`config.mk`:
```
export PLATFORM = sky130hd
export DESIGN_NAME = fetch_buffer
export DESIGN_NICKNAME = d
export VERILOG_FILES = /design/src/rtl/fetch_buffer.sv
export SDC_FILE = /design/constraint.sdc
export NUM_CORES = 2
export LEC_CHECK = 0
export ABC_AREA = 0
export CELL_PAD_IN_SITES_DETAIL_PLACEMENT = 0
export CELL_PAD_IN_SITES_GLOBAL_PLACEMENT = 1
export CORE_MARGIN = 2
export CORE_UTILIZATION = 50
export DETAILED_ROUTE_END_ITERATION = 8
export GPL_ROUTABILITY_DRIVEN = 0
export PLACE_DENSITY_LB_ADDON = 0.1
export SYNTH_ARGS = -nofsm -noshare
export SYNTH_HDL_FRONTEND = slang
export SYNTH_SLANG_ARGS = --single-unit
```
`constraint.sdc`:
```
create_clock -name clock -period 16.3 [get_ports clock]
set_input_delay 4.075 -clock clock [delete_from_list [all_inputs] [get_ports clock]]
set_output_delay 4.075 -clock clock [all_outputs]
set_load 0.1 [all_outputs]
```
`src/rtl/fetch_buffer.sv`:
```
// rtl/fetch_buffer.sv - circular fetch buffer between fetch and dispatch
// Accepts up to WAYS in-order lanes per cycle and presents the oldest WAYS entries.
module fetch_buffer #(
    parameter int WAYS  = 3,
    parameter int DEPTH = 8,
    parameter int XLEN  = 32
) (
    input  logic                             clock,
    input  logic                             reset,
    input  logic                             flush_i,
    input  logic [WAYS-1:0]                  in_valid_i,
    input  logic [WAYS-1:0][XLEN-1:0]        in_pc_i,
    input  logic [WAYS-1:0][XLEN-1:0]        in_npc_i,
    input  logic [WAYS-1:0][XLEN-1:0]        in_inst_i,
    input  logic [$clog2(WAYS+1)-1:0]        dispatch_num_i,
    output logic [WAYS-1:0]                  out_valid_o,
    output logic [WAYS-1:0][XLEN-1:0]        out_pc_o,
    output logic [WAYS-1:0][XLEN-1:0]        out_npc_o,
    output logic [WAYS-1:0][XLEN-1:0]        out_inst_o,
    output logic                             stall_en_o,
    output logic [$clog2(WAYS)-1:0]          first_stall_idx_o,
    output logic [$clog2(DEPTH+1)-1:0]       count_o
);

    localparam int PW = $clog2(DEPTH);
    localparam int CW = $clog2(DEPTH + 1);
    localparam int SW = $clog2(WAYS);

    logic [PW-1:0]   head_q, head_d;
    logic [PW-1:0]   tail_q, tail_d;
    logic [CW-1:0]   count_q, count_d;
    logic [XLEN-1:0] pc_q   [DEPTH];
    logic [XLEN-1:0] npc_q  [DEPTH];
    logic [XLEN-1:0] inst_q [DEPTH];

    logic [CW-1:0]   n_in;
    logic [CW-1:0]   free;
    logic [CW-1:0]   n_acc;
    logic [CW-1:0]   n_req;
    logic [CW-1:0]   n_deq;
    logic            run;

    // Only the unbroken run of valid lanes starting at lane 0 counts as the group.
    always_comb begin
        n_in = '0;
        run  = 1'b1;
        for (int i = 0; i < WAYS; i++) begin
            if (run && in_valid_i[i]) begin
                n_in = n_in + CW'(1);
            end else begin
                run = 1'b0;
            end
        end
    end

    // Space comes from registered occupancy only; same-cycle dequeues do not free slots.
    always_comb begin
        free  = CW'(DEPTH) - count_q;
        n_acc = (n_in < free) ? n_in : free;
        n_req = CW'(dispatch_num_i);
        n_deq = (n_req < count_q) ? n_req : count_q;
    end

    always_comb begin
        stall_en_o        = (n_acc < n_in) && !flush_i && !reset;
        first_stall_idx_o = stall_en_o ? SW'(n_acc) : '0;
    end

    always_comb begin
        head_d  = head_q + PW'(n_deq);
        tail_d  = tail_q + PW'(n_acc);
        count_d = count_q + n_acc - n_deq;
        if (flush_i) begin
            head_d  = '0;
            tail_d  = '0;
            count_d = '0;
        end
    end

    always_ff @(posedge clock) begin
        if (reset) begin
            head_q  <= '0;
            tail_q  <= '0;
            count_q <= '0;
            for (int e = 0; e < DEPTH; e++) begin
                pc_q[e]   <= '0;
                npc_q[e]  <= '0;
                inst_q[e] <= '0;
            end
        end else begin
            head_q  <= head_d;
            tail_q  <= tail_d;
            count_q <= count_d;
            if (!flush_i) begin
                for (int i = 0; i < WAYS; i++) begin
                    if (CW'(i) < n_acc) begin
                        pc_q[tail_q + PW'(i)]   <= in_pc_i[i];
                        npc_q[tail_q + PW'(i)]  <= in_npc_i[i];
                        inst_q[tail_q + PW'(i)] <= in_inst_i[i];
                    end
                end
            end
        end
    end

    // Lane i shows the i-th oldest entry; empty lanes are forced to zero.
    always_comb begin
        for (int i = 0; i < WAYS; i++) begin
            out_valid_o[i] = (CW'(i) < count_q);
            out_pc_o[i]    = out_valid_o[i] ? pc_q[head_q + PW'(i)]   : '0;
            out_npc_o[i]   = out_valid_o[i] ? npc_q[head_q + PW'(i)]  : '0;
            out_inst_o[i]  = out_valid_o[i] ? inst_q[head_q + PW'(i)] : '0;
        end
    end

    assign count_o = count_q;

endmodule

```
==> flow_summary_export.csv <==
group,metric,value,unit
clock_tree,ctsResizeCount,0,
place,placed_area,0.0597,mm²
synth,synth_compound_area_frac,0.168,
worst_setup_path,critPathLaunchType,"primary input",
die,die_w,333,µm
clock_tree,cts_tree,"built",
worst_setup_path,critPathKind,"in -> out",
synth,synth_top_flop_cell,"edfxtp_1",
detailed_routing,vias_per_cell,7.19,
detailed_routing,wire_per_inst,33.9,µm
layout,final_area,0.0626,mm²
synth,yosysSeqAreaShare,0.431,
clock_tree,clkTransAtPathRegs,50,ps
timing,slew_violations,0,
timing,tns,0,ps
synth,synthCells,4707,
worst_setup_path,cp_slowest_cell,"clkdlybuf4s50_1",
synth,async_flop_share,0,
detailed_routing,antenna_left,0,
clock_tree,cts_hold_buf,0,
place,place_inst,6116,
global_routing,track_usage,0.378,
worst_setup_path,worstPathArrival,8520,ps
timing,max_slew_margin,0.121,
clock_tree,numCtsBuffers,86,
layout,drive_gt1_frac,0.148,
worst_setup_path,crit_top_cell,"nand2_1",
die,ios,594,
worst_setup_path,crit_family,"buffers and inverters",
global_routing,antenna_found_initial,44,
synth,synth_area,0.0540,mm²
synth,synthMuxAreaShare,0.223,
timing,rsz0062_at_grt,"no",
clock_tree,cts_root_buffer,"clkbuf_16",
global_routing,grt_pass1_vias,44000,
global_routing,grt-ovfl-total,0,
timing,holdWs,716,ps
synth,yosys_warnings,0,
detailed_routing,routed_wl,214000,µm
synth,syn-num-nets,5023,
timing,period_minus_slack,12590,ps
run_status,status,"completed",
clock_tree,cts.sinks,778,
global_routing,grt_pass1_wl,304000,µm
layout,fin_nets,5117,
pwr,vdd_ir_drop_max,0.000186,V
worst_setup_path,required,12230,ps
global_routing,grt_max_degree,152,
synth,synth.largest_area_cell,"edfxtp_1",
worst_setup_path,path_buf_inv,3,
timing,worst_pin_slew,1320,ps
worst_setup_path,crit_path_end_kind,"output port",
timing,setup_ws,3710,ps
synth,synth_top_family_by_area,"multiplexers",
clock_tree,post_cts_buffers,0,
detailed_routing,initialDrtViolationCount,5547,
pwr,power.density,161,mW/mm²
detailed_routing,firstDrtPassIters,6,
synth,synth_edf_count,768,
timing,finalCritPeriodShare,0.772,
timing,max_freq,79.4,MHz
die,rows,120,
detailed_routing,num_vias,45300,
layout,layout_commonest_cell,"nor2_1",
die,coreArea,0.107,mm²
synth,ys_seq_elements,778,
place,io_buffers,593,
worst_setup_path,slowest_delay,1140,ps
clock_tree,cts_buffer_depth,3,
die,start_util,0.505,
place,place_hpwl,114000,µm
worst_setup_path,crit_chain,"clkdlybuf4s50_1 > nand2_1 > inv_1 > ha_1 > o21a_1 > nor2_1 > or3_1 > nand2_1 > o21ai_0 > ha_1 > o31a_1 > o21ai_0 > nand2_1 > nor2b_1 > clkdlybuf4s50_1",
timing,hold_viol,0,
synth,synthXorXnorAreaFrac,0.00257,
synth,avgSynthCellArea,11.5,µm²
worst_setup_path,path_max_fanout,9,
timing,clock_skew,21.7,ps
detailed_routing,drcViolationCount,0,
clock_tree,htreeDepth,3,
synth,synthAdderAreaFrac,0.00505,
synth,synth_cell_type_count,45,
layout,final_cell_mix,"nor2_1, a221o_1, edfxtp_1, clkdlybuf4s50_1, mux4_2",
timing,setup_viol,0,
layout,instances_no_fill,6296,
synth,synth_simple_gate_area_frac,0.113,
die,dieArea,0.111,mm²
clock_tree,clk_latency,670,ps
pwr,p_leak,20.3,nW
run,drv_cap,0,
layout,syn_to_final_growth,15.9,%
die,die_h,333,µm
hold_path,holdCritPathClass,"reg -> reg",
synth,yosys.area.top_type_share,0.427,
synth,netlist_top_cells_area,"edfxtp_1, mux4_2, a221o_1",
place,pre_cts_slack,3770,ps
per-layer routing:
layer,vias to the layer above,part of all wire,track usage
met4,36,0.062,0.226
li1,18800,-,-
met1,22300,0.34,0.453
met2,3358,0.48,0.618
met5,-,0.0011,0
met3,852,0.12,0.0936
where the power goes:
| group | internal (W) | switching (W) | total (W) |
|---|---|---|---|
| registers | 0.00248 | 0.000167 | 0.00265 |
| clock network | 0.00117 | 0.000827 | 0.00200 |
| logic | 0.00154 | 0.00391 | 0.00545 |
worst register-to-register path, stage by stage (launching register included):
cell	delay, ps
dfxtp_1	610
inv_1	180
ha_1	300
xnor2_1	260
inv_1	100
ha_1	310
o21a_1	100
nor2_1	360
nor2_1	160
a2bb2oi_2	280
nor2_4	150
buf_4	930
or4_4	760
buf_4	800
buf_4	780
registers in the layout, indices dropped and copies added, names as in the netlist:
name	flops
head_q	3
inst_q	256
npc_q	256
tail_q	3
pc_q	256
count_o	4
per-stage QoR:
| stage | power, W | utilization |
|---|---|---|
| after floorplan | 0.00664 | - |
| after global placement | 0.00806 | 0.557 |
| after detailed placement | 0.00809 | 0.557 |
| after CTS | 0.0101 | 0.584 |
| after global routing | 0.0104 | 0.584 |
| final | 0.0101 | 0.585 |
cell type report:
cell class,instances,area [µm²]
diodes,27,67.6
repair buffers,675,6710
flip-flops and latches,778,23300
clock inverters,49,543
multi-input cells,3244,27900
inverters,16,60.1
fillers,8752,44500
clock buffers,104,2280
well taps,1403,1760
kinds of logic (layout without fill, tap and decap cells):
kind of cell,after synthesis,after routing
compound gates,1013,1013
xor+xnor,15,15
fa+ha+maj,20,20
buf+inv,685,844
flops,778,778
mux,665,665
other cells,2,29
simple gates,1529,1529
synthesized netlist by cell type, types with 17 or more instances:
| cell | count |
|---|---|
| a211oi_1 | 44 |
| mux2_2 | 44 |
| ha_1 | 17 |
| edfxtp_1 | 768 |
| a221o_1 | 768 |
| buf_6 | 23 |
| nand2_1 | 342 |
| nand2b_1 | 101 |
| nor2_1 | 1043 |
| buf_4 | 56 |
| clkbuf_1 | 260 |
| buf_2 | 94 |
| mux4_2 | 424 |
| mux2i_1 | 193 |
| o21ai_0 | 49 |
| buf_1 | 236 |
| a21oi_1 | 144 |
final timing paths:
check                                      startpoint                      end  slack (ps)  depth (start not counted)
worst max-delay path                    in_valid_i[0]     first_stall_idx_o[1]        3710                         15
worst min-delay path             tail_q[0]$_SDFF_PP0_     tail_q[0]$_SDFF_PP0_         720                          2
worst max register to register  count_o[0]$_SDFF_PP0_  inst_q[6][10]$_DFFE_PP_        9770                         14
worst min register to register   tail_q[0]$_SDFF_PP0_     tail_q[0]$_SDFF_PP0_         720                          2
Power figures use the tool's default switching activity.
